===== src/rtl/debounce_pkg.sv =====
// Shared types and default constants for the push-button debouncer.
`timescale 1ns/100ps
package debounce_pkg;

    typedef enum logic {
        STABLE_LOW  = 1'b0,
        STABLE_HIGH = 1'b1
    } db_state_t;

    localparam int DEFAULT_SYNC_STAGES   = 2;
    localparam int DEFAULT_STABLE_CYCLES = 16;

endpackage


===== src/rtl/sync_ff.sv =====
// N-stage reset-to-0 synchroniser for a single asynchronous level.
`timescale 1ns/100ps
module sync_ff #(
    parameter int STAGES = 2
) (
    input  logic clk,
    input  logic rst_n,
    input  logic d,
    output logic q
);

    logic [STAGES-1:0] chain_q;

    // NOTE: sequential state uses non-blocking assignments so every flop
    // samples its pre-edge input; blocking here would collapse the chain.
    always_ff @(posedge clk or negedge rst_n) begin
        if (!rst_n) begin
            chain_q <= '0;
        end else begin
            chain_q <= {chain_q[STAGES-2:0], d};
        end
    end

    assign q = chain_q[STAGES-1];

endmodule


===== src/rtl/debouncer.sv =====
// Push-button debouncer: synchronises pb_1, filters bounces with a stability
// counter and drives a clean registered level plus one-cycle edge pulses.
`timescale 1ns/100ps
module debouncer
    import debounce_pkg::*;
#(
    parameter int  SYNC_STAGES   = DEFAULT_SYNC_STAGES,
    parameter int  STABLE_CYCLES = DEFAULT_STABLE_CYCLES,
    localparam int CNT_W         = $clog2(STABLE_CYCLES + 1)
) (
    input  logic clk,
    input  logic rst_n,
    input  logic pb_1,
    output logic pb_out,
    output logic pb_rise,
    output logic pb_fall
);

    localparam logic [CNT_W-1:0] CNT_LAST = CNT_W'(STABLE_CYCLES - 1);

    logic             sync_q;
    db_state_t        state_q, state_d;
    logic [CNT_W-1:0] cnt_q, cnt_d;
    logic             rise_q, rise_d;
    logic             fall_q, fall_d;

    sync_ff #(
        .STAGES (SYNC_STAGES)
    ) u_sync (
        .clk   (clk),
        .rst_n (rst_n),
        .d     (pb_1),
        .q     (sync_q)
    );

    // The state register is the debounced level itself, so pb_out is a flop.
    assign pb_out  = (state_q == STABLE_HIGH);
    assign pb_rise = rise_q;
    assign pb_fall = fall_q;

    // NOTE: every signal written here gets a default first, so no path
    // leaves a value unassigned and no latch is inferred.
    always_comb begin
        state_d = state_q;
        cnt_d   = cnt_q;
        rise_d  = 1'b0;
        fall_d  = 1'b0;

        if (sync_q == pb_out) begin
            cnt_d = '0;
        end else if (cnt_q == CNT_LAST) begin
            // Counter stops at CNT_LAST and restarts on the toggle: no wrap.
            state_d = sync_q ? STABLE_HIGH : STABLE_LOW;
            cnt_d   = '0;
            rise_d  = sync_q;
            fall_d  = ~sync_q;
        end else begin
            cnt_d = cnt_q + 1'b1;
        end
    end

    always_ff @(posedge clk or negedge rst_n) begin
        if (!rst_n) begin
            state_q <= STABLE_LOW;
            cnt_q   <= '0;
            rise_q  <= 1'b0;
            fall_q  <= 1'b0;
        end else begin
            state_q <= state_d;
            cnt_q   <= cnt_d;
            rise_q  <= rise_d;
            fall_q  <= fall_d;
        end
    end

endmodule


===== config.mk =====
export PLATFORM = sky130hd
export DESIGN_NAME = debouncer
export DESIGN_NICKNAME = d
export VERILOG_FILES = /design/src/rtl/debounce_pkg.sv /design/src/rtl/sync_ff.sv /design/src/rtl/debouncer.sv
export SDC_FILE = /design/constraint.sdc
export NUM_CORES = 1
export LEC_CHECK = 0
export ABC_AREA = 1
export CAP_MARGIN = 20
export CELL_PAD_IN_SITES_DETAIL_PLACEMENT = 0
export CELL_PAD_IN_SITES_GLOBAL_PLACEMENT = 2
export CORE_AREA = 5 5 42 44
export CTS_CLUSTER_SIZE = 16
export DETAILED_ROUTE_END_ITERATION = 16
export DIE_AREA = 0 0 47 49
export PLACE_DENSITY = 0.7
export SYNTH_ARGS = -nofsm -noshare
export SYNTH_HDL_FRONTEND = slang
export SYNTH_HIERARCHICAL = 1
export SYNTH_SLANG_ARGS = --single-unit

===== constraint.sdc =====
create_clock -name clk -period 2.65 [get_ports clk]
set_input_delay 0.53 -clock clk [delete_from_list [all_inputs] [get_ports clk]]
set_output_delay 0.53 -clock clk [all_outputs]
set_load 0.01 [all_outputs]

Word level (Yosys, flattened, before mapping)
Index checks and enable logic that the tools add are counted.
{"block": "op_classes", "bitwise": 2, "mux": 7, "addsub": 1, "eq_ne": 2, "reduce_logical": 1}
{"op": "$mux W5", "n": 2}
{"op": "$add A5 B1 Y5 const B", "n": 1}
{"op": "$eq A5 B4 Y1 const B", "n": 1}
{"op": "$mux W1", "n": 5}
{"op": "$not A1 Y1", "n": 2}
{"op": "$reduce_and A2 Y1", "n": 1}
{"op": "$eq A1 B1 Y1", "n": 1}
{"block": "word_totals", "wordCells": 18, "inputBits": 3, "reg_bits": 10}

Longest topological paths before layout
{"block": "logic_depth", "word_depth": 3, "mapped_depth": 5, "ltp_nobuf": 5}

Cells and area by module
The synthesis kept the hierarchy.
{"module": "debouncer", "seq_area_each_um2": 200.2, "area_per_inst_um2": 342.8, "cells_each": 38, "n_inst": 1}
{"module": "sync_ff", "seq_area_each_um2": 50.0, "area_per_inst_um2": 50.0, "cells_each": 2, "n_inst": 1}

Worst setup path before layout
No wires, ideal clock.
{"block": "synth_timing", "kind": "flip-flop to flip-flop", "start": "reg cnt_q[0]", "end": "reg cnt_q[3]", "arrival_time_ps": 857, "path_stages_with_launch": 5, "path_slack_ps": 1677, "path_buffers": 0, "setup_ps": 116, "t_required_ps": 2534, "synth_period_minus_slack_ps": 973, "path_cell_list": "dfrtp_1 ha_1 nand4_2 nand2_2 nor2_1"}
{"block": "synth_between", "elab_chain_len": 3}
{"item": "start: declaration", "line": "debouncer.sv:23", "rtl": "logic [CNT_W-1:0] cnt_q, cnt_d;"}
{"item": "start signal: assignment", "line": "debouncer.sv:70", "rtl": "cnt_q <= cnt_d;"}
{"item": "$add A5 B1 Y5 or $eq A5 B4 Y1 (tied branches)", "line": "debouncer.sv:58, debouncer.sv:51"}
{"item": "$mux W5 *", "line": "debouncer.sv:51", "rtl": "end else if (cnt_q == CNT_LAST) begin"}
{"item": "$mux W5 *", "line": "debouncer.sv:49", "rtl": "if (sync_q == pb_out) begin"}
{"item": "named net cnt_d[3]", "line": "debouncer.sv:23"}
The timed path passes the listed nets; every way through them passes the cells marked *.
A chain may end at the register's enable or synchronous reset.

Worst setup path in the final report
{"block": "layout_timing", "start": "reg state_q, in the netlist pb_out", "end": "out pb_out"}
{"item": "start: declaration", "line": "debouncer.sv:22", "rtl": "db_state_t state_q, state_d;"}
{"item": "start signal: assignment", "line": "debouncer.sv:69", "rtl": "state_q <= state_d;"}
{"item": "end: declaration", "line": "debouncer.sv:14", "rtl": "output logic pb_out,"}
No word-level cell between the ends.

==> results_dict.tcl <==
set metrics [dict create \
    outcome "finished clean" \
    post_cts.resized_instances 0 \
    cellPowerDensity_nw_per_um2 619 \
    wl_met2_um 257 \
    leakage_nw 0.262 \
    synth_warnings 6 \
    synth.ff_latch_count 10 \
    critical_path_class "reg2out" \
    slowest_stage "sky130_fd_sc_hd__clkdlybuf4s50_1" \
    final_max_slew_viol_count 0 \
    register_area_um2 250 \
    p_total_mw 0.309 \
    fin_area_um2 499 \
    skew_ns 0.00549 \
    worst_r2r_endpoint "cnt_q[0]$_DFF_PN0_" \
    tritoncts "yes" \
    port_buffers 5 \
    post-place-cells 61 \
    drc_errors 0 \
    final_layout_size_suffix_gt1_share_pct 12.2 \
    route.antenna.remaining_nets 0 \
    timing.critical_path.fanout_max 4 \
    netlist_area_um2 393 \
    drtPass1Iterations 2 \
    critPathCaptureType "output pin" \
    initial_core_util_pct 28.0 \
    die_h_um 49 \
    cts.reportedPaths.clkPinSlew_ns 0.06 \
    critical_path.startpoint "pb_out$_DFFE_PN0P_" \
    cp.arrival_ns 1.17 \
    crit_family "buffers and inverters" \
    route.met3.wl_um 33 \
    dr.max_layer_used "met3" \
    max-clock-path-buffers 2 \
    place_area_um2 463 \
    finalNetCount 54 \
    timing.final.crit_share_pct 64.1 \
    antenna_cells_inserted 0 \
    grt_setup_unrepaired "false" \
    mostFrequentLayoutCells "sky130_fd_sc_hd__dfrtp_1, sky130_fd_sc_hd__nand2_1, sky130_fd_sc_hd__nor2_1" \
    grt_pass1_vias 274 \
    vias 269 \
    period_needed_ns 1.70 \
    whs_ns 0.357 \
    filler_cell_count 153 \
    wl_met1_um 291 \
    fin_cells 65 \
    finalWorstSetupSlack_ns 0.951 \
    grt_util_all_layers_pct 6.70 \
    min_delay_worst_endpoint "u_sync/chain_q[1]$_DFF_PN0_" \
    clock_tree.root_cell "sky130_fd_sc_hd__clkbuf_4" \
    worst-path-buf-inv 1 \
    gp_congestion 0.627 \
    tightestPinTransition_ns 0.440 \
    layout_commonest_cell "sky130_fd_sc_hd__dfrtp_1" \
    placement_rows 14 \
    via_per_inst 4.14 \
    crit-reg2reg-launch "cnt_q[0]$_DFF_PN0_" \
    relSlewSlack_pct 70.6 \
    cp_cell_sequence "clkdlybuf4s50_1" \
    worst_voltage_drop_across_the_vdd_grid_uv 326 \
    top_level_ports 6 \
    worstSetupStartpointType "register" \
    fin_tns_setup_ns 0 \
    antenna_found_initial 0 \
    layout-area-overhead-vs-synth_pct 27.1 \
    dp_worst_setup_slack_ns 1.22 \
    post_synth.cell_area_avg_um2 9.82 \
    largest_incremental_delay_on_the_critical_path_ns 0.54 \
    synth-seq-area-share_pct 63.7 \
    syn_inst 40 \
    netlist-cell-type-count 10 \
    worst-r2r-setup-slack_ns 1.57 \
    grt_pass1_wl_um 1090 \
    holdPathStages 0 \
    reg2regPathDepth 4 \
    syn_nets 44 \
    maxClockFrequency_mhz 588 \
    detail_route.wirelength_um 583 \
    fp.dieW_um 47 \
    detailedPlacementHpwl_um 459 \
    hp-class "reg2reg" \
    design.core.area_um2 1400 \
    htreeDepth 1 \
    post-route-util_pct 35.6 \
    multi_input_combinational_cell_area_um2 120 \
    setup-violations-final 0 \
    clk_lat_worst_skew_ns 0.26 \
    max_cap_viol_count 0 \
    drt_first_iter_violations 11 \
    pin_count_of_the_biggest_net_entering_global_routing 11 \
    grt_remaining_overflow 0 \
    worstHoldStart "u_sync/chain_q[0]$_DFF_PN0_" \
    cts_inserted_buffers 3 \
    post_cts_buffers 0 \
    floorplan.die_area_um2 2300 \
    hold_buffers 0 \
    hold_viol_final 0 \
    wl_per_cell_um 8.97 \
    cts.sinks 10 \
    cp_data_required_time_ns 2.12 \
]
[registers in the layout, summed over array words and instances (netlist names)]
| register | flops |
|---|---|
| pb_rise | 1 |
| cnt_q | 5 |
| u_sync/chain_q | 2 |
| pb_fall | 1 |
| pb_out | 1 |
[where the power goes]
part	internal, mW	switching, mW
combinational	0.00711	0.00852
sequential	0.158	0.00478
clock	0.0832	0.0476
[routing by layer]
layer,GRT usage (%),vias up
li1,-,139
met5,0,-
met4,0,0
met3,6.64,0
met2,9.05,5
met1,8.22,125
[logic make-up after synthesis]
family                   after synthesis  share of synthesized area (%)
flip-flops                            10                           63.7
buffers and inverters                  6                           5.73
XOR/XNOR                               1                           2.23
AND/OR/NAND/NOR                       22                           25.2
adder cells (fa/ha/maj)                1                           3.18
[final cells by class]
| class | count | area share (%) |
|---|---|---|
| Multi-Input combinational cell | 24 | 24.1 |
| Sequential cell | 10 | 50.1 |
| Inverter | 6 | 4.51 |
| Timing Repair Buffer | 5 | 10.0 |
| Clock buffer | 4 | 7.27 |
| Tap cell | 16 | 4.01 |
[Yosys cell counts]
cell                      instances  area (um^2)
sky130_fd_sc_hd__dfrtp_1         10          250
sky130_fd_sc_hd__nand2_1          9         33.8
sky130_fd_sc_hd__nor2_1           8         30.0
sky130_fd_sc_hd__inv_1            6         22.5
sky130_fd_sc_hd__nand3_1          2         10.0
sky130_fd_sc_hd__ha_1             1         12.5
sky130_fd_sc_hd__nand2_2          1         6.26
sky130_fd_sc_hd__nand4_1          1         6.26
sky130_fd_sc_hd__nand4_2          1         12.5
sky130_fd_sc_hd__xnor2_1          1         8.76
[worst reg2reg max path, delay by kind of cell (launching register included)]
kind,cells,cell delay [ns]
adder cells (fa/ha/maj),1,0.25
flip-flops,1,0.39
AND/OR/NAND/NOR,3,0.33
[worst max-delay path by stage]
stage / to / slack (ns) / cells past startpoint
after global placement: pb_out / 1.22 / 1
after global routing: pb_out / 0.89 / 1
final: pb_out / 0.95 / 1
after detailed placement: pb_out / 1.22 / 1
after CTS: pb_out / 0.93 / 1
after floorplan: cnt_q[3]$_DFF_PN0_ / 1.68 / 4
Power figures use the tool's default switching activity.
